--- config.mk ---
export PLATFORM = sky130hd
export DESIGN_NAME = regfile_sb_flat
export DESIGN_NICKNAME = d
export VERILOG_FILES = /design/src/rtl/regfile_sb_pkg.sv /design/src/rtl/regfile_sb_if.sv /design/src/rtl/regfile_scoreboard.sv /design/src/rtl/regfile_sb.sv /design/src/flat_wrapper.sv
export SDC_FILE = /design/constraint.sdc
export NUM_CORES = 2
export LEC_CHECK = 0
export BUFFER_PORTS_ARGS = -buffer_cell sky130_fd_sc_hd__buf_4
export CAP_MARGIN = 20
export CORE_MARGIN = 1.5
export CORE_UTILIZATION = 60
export CTS_CLUSTER_SIZE = 20
export DETAILED_ROUTE_END_ITERATION = 16
export GPL_TIMING_DRIVEN = 0
export HOLD_SLACK_MARGIN = 0.02
export PLACE_DENSITY = 0.77
export SLEW_MARGIN = 5
export SYNTH_ARGS = -nofsm -noshare
export SYNTH_HDL_FRONTEND = slang
export SYNTH_SLANG_ARGS = --single-unit
--- constraint.sdc ---
create_clock -name clk_i -period 35.8 [get_ports clk_i]
set_clock_uncertainty 0.15 [all_clocks]
set_input_delay 1.79 -clock clk_i [delete_from_list [all_inputs] [get_ports clk_i]]
set_output_delay 1.79 -clock clk_i [all_outputs]
set_load 0.005 [all_outputs]
--- src/rtl/regfile_sb_pkg.sv ---
// Shared types and constants for the register file and its scoreboard.
package regfile_sb_pkg;

  localparam int DATA_W_DEF = 32;
  localparam int ADDR_W_DEF = 5;

  typedef logic [DATA_W_DEF-1:0] word_t;
  typedef logic [ADDR_W_DEF-1:0] regaddr_t;

  // Hard-wired zero register: reads 0, never written, never busy.
  localparam regaddr_t REG_ZERO = '0;

endpackage

--- src/rtl/regfile_sb_if.sv ---
// Bus bundle between the pipeline (master) and the register file (slave).
interface regfile_sb_if
  import regfile_sb_pkg::*;
#(
  parameter int DATA_W     = $bits(word_t),
  parameter int ADDR_W     = $bits(regaddr_t),
  parameter int READ_PORTS = 2
);

  logic [READ_PORTS*ADDR_W-1:0] read_addr_i;
  logic [READ_PORTS*DATA_W-1:0] read_data_o;
  logic [READ_PORTS-1:0]        read_busy_o;
  logic                         reserve_valid_i;
  logic [ADDR_W-1:0]            reserve_addr_i;
  logic                         reserve_ready_o;
  logic                         write_enable_i;
  logic [ADDR_W-1:0]            write_addr_i;
  logic [DATA_W-1:0]            write_data_i;
  logic [ADDR_W:0]              busy_count_o;

  modport master (
    output read_addr_i, reserve_valid_i, reserve_addr_i,
           write_enable_i, write_addr_i, write_data_i,
    input  read_data_o, read_busy_o, reserve_ready_o, busy_count_o
  );

  modport slave (
    input  read_addr_i, reserve_valid_i, reserve_addr_i,
           write_enable_i, write_addr_i, write_data_i,
    output read_data_o, read_busy_o, reserve_ready_o, busy_count_o
  );

endinterface

--- src/rtl/regfile_scoreboard.sv ---
// Write-pending scoreboard: one busy bit per register, set by an accepted
// reserve and cleared by writeback, plus an incrementally kept busy count.
module regfile_scoreboard
  import regfile_sb_pkg::*;
#(
  parameter int ADDR_W = $bits(regaddr_t)
) (
  input  logic                    clk_i,
  input  logic                    rst_i,
  input  logic                    reserve_valid_i,
  input  logic [ADDR_W-1:0]       reserve_addr_i,
  input  logic                    write_enable_i,
  input  logic [ADDR_W-1:0]       write_addr_i,
  output logic                    reserve_ready_o,
  output logic [ADDR_W:0]         busy_count_o,
  output logic [(2**ADDR_W)-1:0]  busy_o
);

  localparam int DEPTH = 2 ** ADDR_W;

  logic [DEPTH-1:0] busy_q, busy_d;
  logic [ADDR_W:0]  count_q, count_d;
  logic             res_nonzero;
  logic             wr_hit;
  logic             same_reg;
  logic             set_req;
  logic             inc;
  logic             dec;

  // Handshake, next busy vector and count delta; a same-register set wins over the clear.
  always_comb begin
    res_nonzero     = (reserve_addr_i != ADDR_W'(REG_ZERO));
    wr_hit          = write_enable_i && (write_addr_i != ADDR_W'(REG_ZERO));
    same_reg        = wr_hit && (write_addr_i == reserve_addr_i);
    // Only the reserve address feeds ready, never a read address.
    reserve_ready_o = reserve_valid_i &&
                      (!res_nonzero || !busy_q[reserve_addr_i] || same_reg);
    set_req         = reserve_ready_o && res_nonzero;
    inc             = set_req && !busy_q[reserve_addr_i];
    // A clear overridden by a same-register set does not lower the count.
    dec             = wr_hit && busy_q[write_addr_i] && !(set_req && same_reg);

    busy_d = busy_q;
    if (wr_hit) begin
      busy_d[write_addr_i] = 1'b0;
    end
    if (set_req) begin
      busy_d[reserve_addr_i] = 1'b1;
    end
    busy_d[0] = 1'b0;

    count_d = count_q;
    if (inc && !dec) begin
      count_d = count_q + (ADDR_W+1)'(1);
    end else if (dec && !inc) begin
      count_d = count_q - (ADDR_W+1)'(1);
    end
  end

  // Busy bits and count share one edge; reset discards all pending state.
  always_ff @(posedge clk_i or posedge rst_i) begin
    if (rst_i) begin
      busy_q  <= '0;
      count_q <= '0;
    end else begin
      busy_q  <= busy_d;
      count_q <= count_d;
    end
  end

  assign busy_o       = busy_q;
  assign busy_count_o = count_q;

endmodule

--- src/rtl/regfile_sb.sv ---
// Multi-port register file with asynchronous reads, optional writeback
// forwarding, one write port and an integrated write-pending scoreboard.
module regfile_sb
  import regfile_sb_pkg::*;
#(
  parameter int DATA_W     = $bits(word_t),
  parameter int ADDR_W     = $bits(regaddr_t),
  parameter int READ_PORTS = 2,
  parameter bit BYPASS     = 1'b1
) (
  input  logic         clk_i,
  input  logic         rst_i,
  regfile_sb_if.slave  bus
);

  localparam int DEPTH = 2 ** ADDR_W;

  logic [DATA_W-1:0] mem_q [DEPTH];
  logic [DATA_W-1:0] mem_d [DEPTH];
  logic [DEPTH-1:0]  busy;
  logic              wr_hit;

  // Next storage contents: writeback updates one register, r0 is never written.
  always_comb begin
    mem_d  = mem_q;
    wr_hit = bus.write_enable_i && (bus.write_addr_i != ADDR_W'(REG_ZERO));
    if (wr_hit) begin
      mem_d[bus.write_addr_i] = bus.write_data_i;
    end
  end

  // Flop-array storage so the asynchronous reset clears every register.
  always_ff @(posedge clk_i or posedge rst_i) begin
    if (rst_i) begin
      for (int i = 0; i < DEPTH; i++) begin
        mem_q[i] <= '0;
      end
    end else begin
      mem_q <= mem_d;
    end
  end

  regfile_scoreboard #(
    .ADDR_W (ADDR_W)
  ) u_scoreboard (
    .clk_i           (clk_i),
    .rst_i           (rst_i),
    .reserve_valid_i (bus.reserve_valid_i),
    .reserve_addr_i  (bus.reserve_addr_i),
    .write_enable_i  (bus.write_enable_i),
    .write_addr_i    (bus.write_addr_i),
    .reserve_ready_o (bus.reserve_ready_o),
    .busy_count_o    (bus.busy_count_o),
    .busy_o          (busy)
  );

  // Read ports: same-cycle writeback to the addressed register is forwarded
  // (data and a cleared busy bit) when bypass is enabled.
  for (genvar gi = 0; gi < READ_PORTS; gi++) begin : g_rd
    logic [ADDR_W-1:0] addr;
    logic              fwd;

    assign addr = bus.read_addr_i[gi*ADDR_W +: ADDR_W];
    assign fwd  = BYPASS && wr_hit && (bus.write_addr_i == addr);
    assign bus.read_data_o[gi*DATA_W +: DATA_W] = fwd ? bus.write_data_i : mem_q[addr];
    assign bus.read_busy_o[gi] = fwd ? 1'b0 : busy[addr];
  end

endmodule

--- src/flat_wrapper.sv ---
// flat-port wrapper written by rule: the top's interface ports become plain ports
module regfile_sb_flat import regfile_sb_pkg::*;
#(
  parameter int DATA_W     = $bits(word_t),
  parameter int ADDR_W     = $bits(regaddr_t),
  parameter int READ_PORTS = 2,
  parameter bit BYPASS     = 1'b1
)
  (clk_i, rst_i, bus_read_addr_i, bus_reserve_valid_i, bus_reserve_addr_i, bus_write_enable_i, bus_write_addr_i, bus_write_data_i, bus_read_data_o, bus_read_busy_o, bus_reserve_ready_o, bus_busy_count_o);
  regfile_sb_if #(.DATA_W(DATA_W), .ADDR_W(ADDR_W), .READ_PORTS(READ_PORTS)) bus_i ();
  input  logic clk_i;
  input  logic rst_i;
  input wire logic [$bits(bus_i.read_addr_i)-1:0] bus_read_addr_i;
  input wire logic [$bits(bus_i.reserve_valid_i)-1:0] bus_reserve_valid_i;
  input wire logic [$bits(bus_i.reserve_addr_i)-1:0] bus_reserve_addr_i;
  input wire logic [$bits(bus_i.write_enable_i)-1:0] bus_write_enable_i;
  input wire logic [$bits(bus_i.write_addr_i)-1:0] bus_write_addr_i;
  input wire logic [$bits(bus_i.write_data_i)-1:0] bus_write_data_i;
  output wire logic [$bits(bus_i.read_data_o)-1:0] bus_read_data_o;
  output wire logic [$bits(bus_i.read_busy_o)-1:0] bus_read_busy_o;
  output wire logic [$bits(bus_i.reserve_ready_o)-1:0] bus_reserve_ready_o;
  output wire logic [$bits(bus_i.busy_count_o)-1:0] bus_busy_count_o;
  assign bus_i.read_addr_i = bus_read_addr_i;
  assign bus_i.reserve_valid_i = bus_reserve_valid_i;
  assign bus_i.reserve_addr_i = bus_reserve_addr_i;
  assign bus_i.write_enable_i = bus_write_enable_i;
  assign bus_i.write_addr_i = bus_write_addr_i;
  assign bus_i.write_data_i = bus_write_data_i;
  assign bus_read_data_o = bus_i.read_data_o;
  assign bus_read_busy_o = bus_i.read_busy_o;
  assign bus_reserve_ready_o = bus_i.reserve_ready_o;
  assign bus_busy_count_o = bus_i.busy_count_o;
  regfile_sb #(.DATA_W(DATA_W), .ADDR_W(ADDR_W), .READ_PORTS(READ_PORTS), .BYPASS(BYPASS)) u_core (.clk_i(clk_i), .rst_i(rst_i), .bus(bus_i));
endmodule
==> run metrics <==
syn nets=3,784; Mapped Cells=3,722; cell count of the worst hold path=1; R2R setup slack=32,000 ps; Cell variety after synth=55; Final Max Tran Viols=0; Site Rows=113; initial antenna violation count=3; CTS Sinks=1,061; Initial Utilization=0.605; RSZ-0062 raised after global routing=false; critical path class=input pin to primary output; Cell Area, Placed=0.0605 mm^2; Post CTS Setup Buffer Count=0; Die Height=312 um; final hold viol count=0; Crit. Startpoint=bus_read_addr_i[0]; initial DRC count=6,274; number of global-route vias before repair=40,400; startpoint types=input pin; min Tclk post-route=7710 ps; Port Buffer Count=94; layout cells sized above 1=0.502; Worst slew margin=0.0876; Post-synth top flop=dfrtp_1; Core Region=0.0947 mm^2; WL per Instance=38.1 um; FILL cells=6,479; post-route ant nets=0; status=complete, no violations; worst hold slack=320 ps; H-tree depth=3; drt drc=0; Post-CTS Hold Fix Bufs=0; Design Power=3.71 mW; Final HPWL DP=140 mm; P&R area growth vs syn=12.8%; Via Count=39,900; CP max stage delay=1030 ps; CP required=33,860 ps; Tot GR Track Use=0.425; Yosys top cell area share=0.464; Gates resized, CTS repair=0; total congestion overflow=0; Slowest cell on crit path=buf_1; largest fanout on the critical path=10; largest cells by area after synthesis=dfrtp_1 46%, mux4_2 25%, mux2_2 18%; CTS tree=built; clk slew on worst S/H paths=60 ps; Util after Layout=0.682; Clock Latency Late Sink=720 ps; dominant cell by count in the synthesized netlist=dfrtp_1; Root Buffer=clkbuf_16; top post-synthesis cells by count=1,061 x dfrtp_1, 939 x mux2_2, 623 x mux4_2; CTS Buffer Depth=3; reg-to-reg startpoint=u_core.u_scoreboard.busy_o[8]; Max Fclk=0.130 GHz; largest net degree at the start of global routing=124; min-delay src=u_core.u_scoreboard.busy_count_o[5]; Critical R2R Capture=u_core.u_scoreboard.busy_count_o[5]; Mapped Area=0.0573 mm^2; EDFF count, synth=0; Final setup viols=0; Worst Hold End=u_core.u_scoreboard.busy_count_o[5]; Die ar.=0.0973 mm^2; drt total wl=204 mm; Yosys top cell by area=dfrtp_1; min-delay worst type=register to register; P per Cell Area=57.4 mW/mm^2; fin area=0.0646 mm^2; worst path cell trace=buf_2, buf_4, buf_2, xor2_1, nor3_1, nand4_1, clkbuf_1, buf_1, nand3_1, o21ai_0, buf_4; CP arrival=5770 ps; Placer Congestion=0.994; register area share after synthesis=0.464; Crit. End Element=primary output; Setup Total Neg Slack=0 ps; Synth Warn #=0; leakage power=28.0 nW; io pins=129; VDD IR max=0.0511 mV; Post-synth ARST share=1.00; first-pass GRT wire length=290 mm; drt first pass iters=8; number of buffers created by CTS=114; Max-cap violations=0; Synth Area per Inst=15.4 um^2; Die Width=312 um; drt via density=7.44; Net count, final=4,056; final period utilization=0.215; R2R depth=13; flop and latch count out of synthesis=1,061; worst slew pin tran=1360 ps
## routing by layer
layer  wire length [um]  track usage  share of wire
met1              68700        0.532           0.34
met2              90400        0.615           0.44
met3              28800        0.163           0.14
met4              16200        0.294          0.079
met5                167      0.00919        0.00082
## cells by family after synthesis
group | after synthesis | share of synthesized area
xor+xnor | 20 | 0.00306
buf+inv | 461 | 0.0332
simple gates | 241 | 0.0191
fa+ha+maj | 6 | 0.00144
compound gates | 233 | 0.0258
mux | 1700 | 0.454
flops | 1061 | 0.464
## worst max-delay path by stage
stage                          end  slack [ps]
2_1_floorplan      u_core.mem_q[0]        3990
3_3_place_gp     u_core.mem_q[372]       -7680
3_5_place_dp   bus_read_data_o[61]       28390
4_1_cts        bus_read_data_o[61]       28380
5_1_grt         bus_read_data_o[1]       28080
6_report        bus_read_data_o[1]       28090
## sequential cells by signal, summed over array words and instances, names as in the netlist
| signal | flops |
|---|---|
| u_core.mem_q | 1024 |
| u_core.u_scoreboard.busy_count_o | 6 |
| u_core.u_scoreboard.busy_o | 31 |
## power breakdown
group / internal [mW] / switching, mW
logic: 0.490 / 0.346
registers: 1.43 / 0.181
clock network: 0.744 / 0.518
total: 2.66 / 1.04
## worst max-delay path, delay by kind of cell
family	cells	cell delay (ps)
AND/OR/NAND/NOR	3	410
XOR/XNOR	1	210
AO/OA/AOI/OAI	1	430
buffers and inverters	6	2900
## area by class of cell
class | count | area, um^2 | area share
antenna | 2 | 5.00 | 0.0000775
buffer | 426 | 1780 | 0.0276
clock buffer | 171 | 3410 | 0.0528
clock inverter | 43 | 571 | 0.00883
inverter | 35 | 139 | 0.00215
multi-input combinational | 2200 | 28800 | 0.446
sequential | 1061 | 26600 | 0.411
tap | 1265 | 1580 | 0.0245
timing repair buffer | 156 | 1730 | 0.0268
## through the flow
stage | std cells | setup WS (ps)
after detailed placement | 5131 | 28390
after global placement | 5081 | -7680
after global routing | 5357 | 28080
after CTS | 5345 | 28380
after floorplan | 3722 | 3990
final | 5359 | 28090
## placed cells by master, fill, tap and decap left out, types with 3 or more instances in the layout
master,instances
clkbuf_2,7
mux2_2,939
buf_16,11
xnor2_1,8
and3_1,4
clkbuf_8,28
dfrtp_1,1061
buf_4,98
a32o_1,14
nor3_1,10
clkinv_2,23
bufinv_16,12
a22oi_1,46
buf_2,127
nor2b_1,3
buf_1,52
nor3b_1,6
nand3b_1,6
o21ai_0,122
a21o_1,3
xor2_1,12
and3b_1,5
a22o_1,15
mux2i_1,138
buf_6,12
clkbuf_1,262
nand3_1,26
clkbuf_16,117
inv_6,3
inv_1,34
a21oi_1,14
nand2_1,133
nor2_1,32
mux4_2,623
and2_1,5
ha_1,5
buf_8,39
No activity file was read; power rests on OpenSTA's default activity.
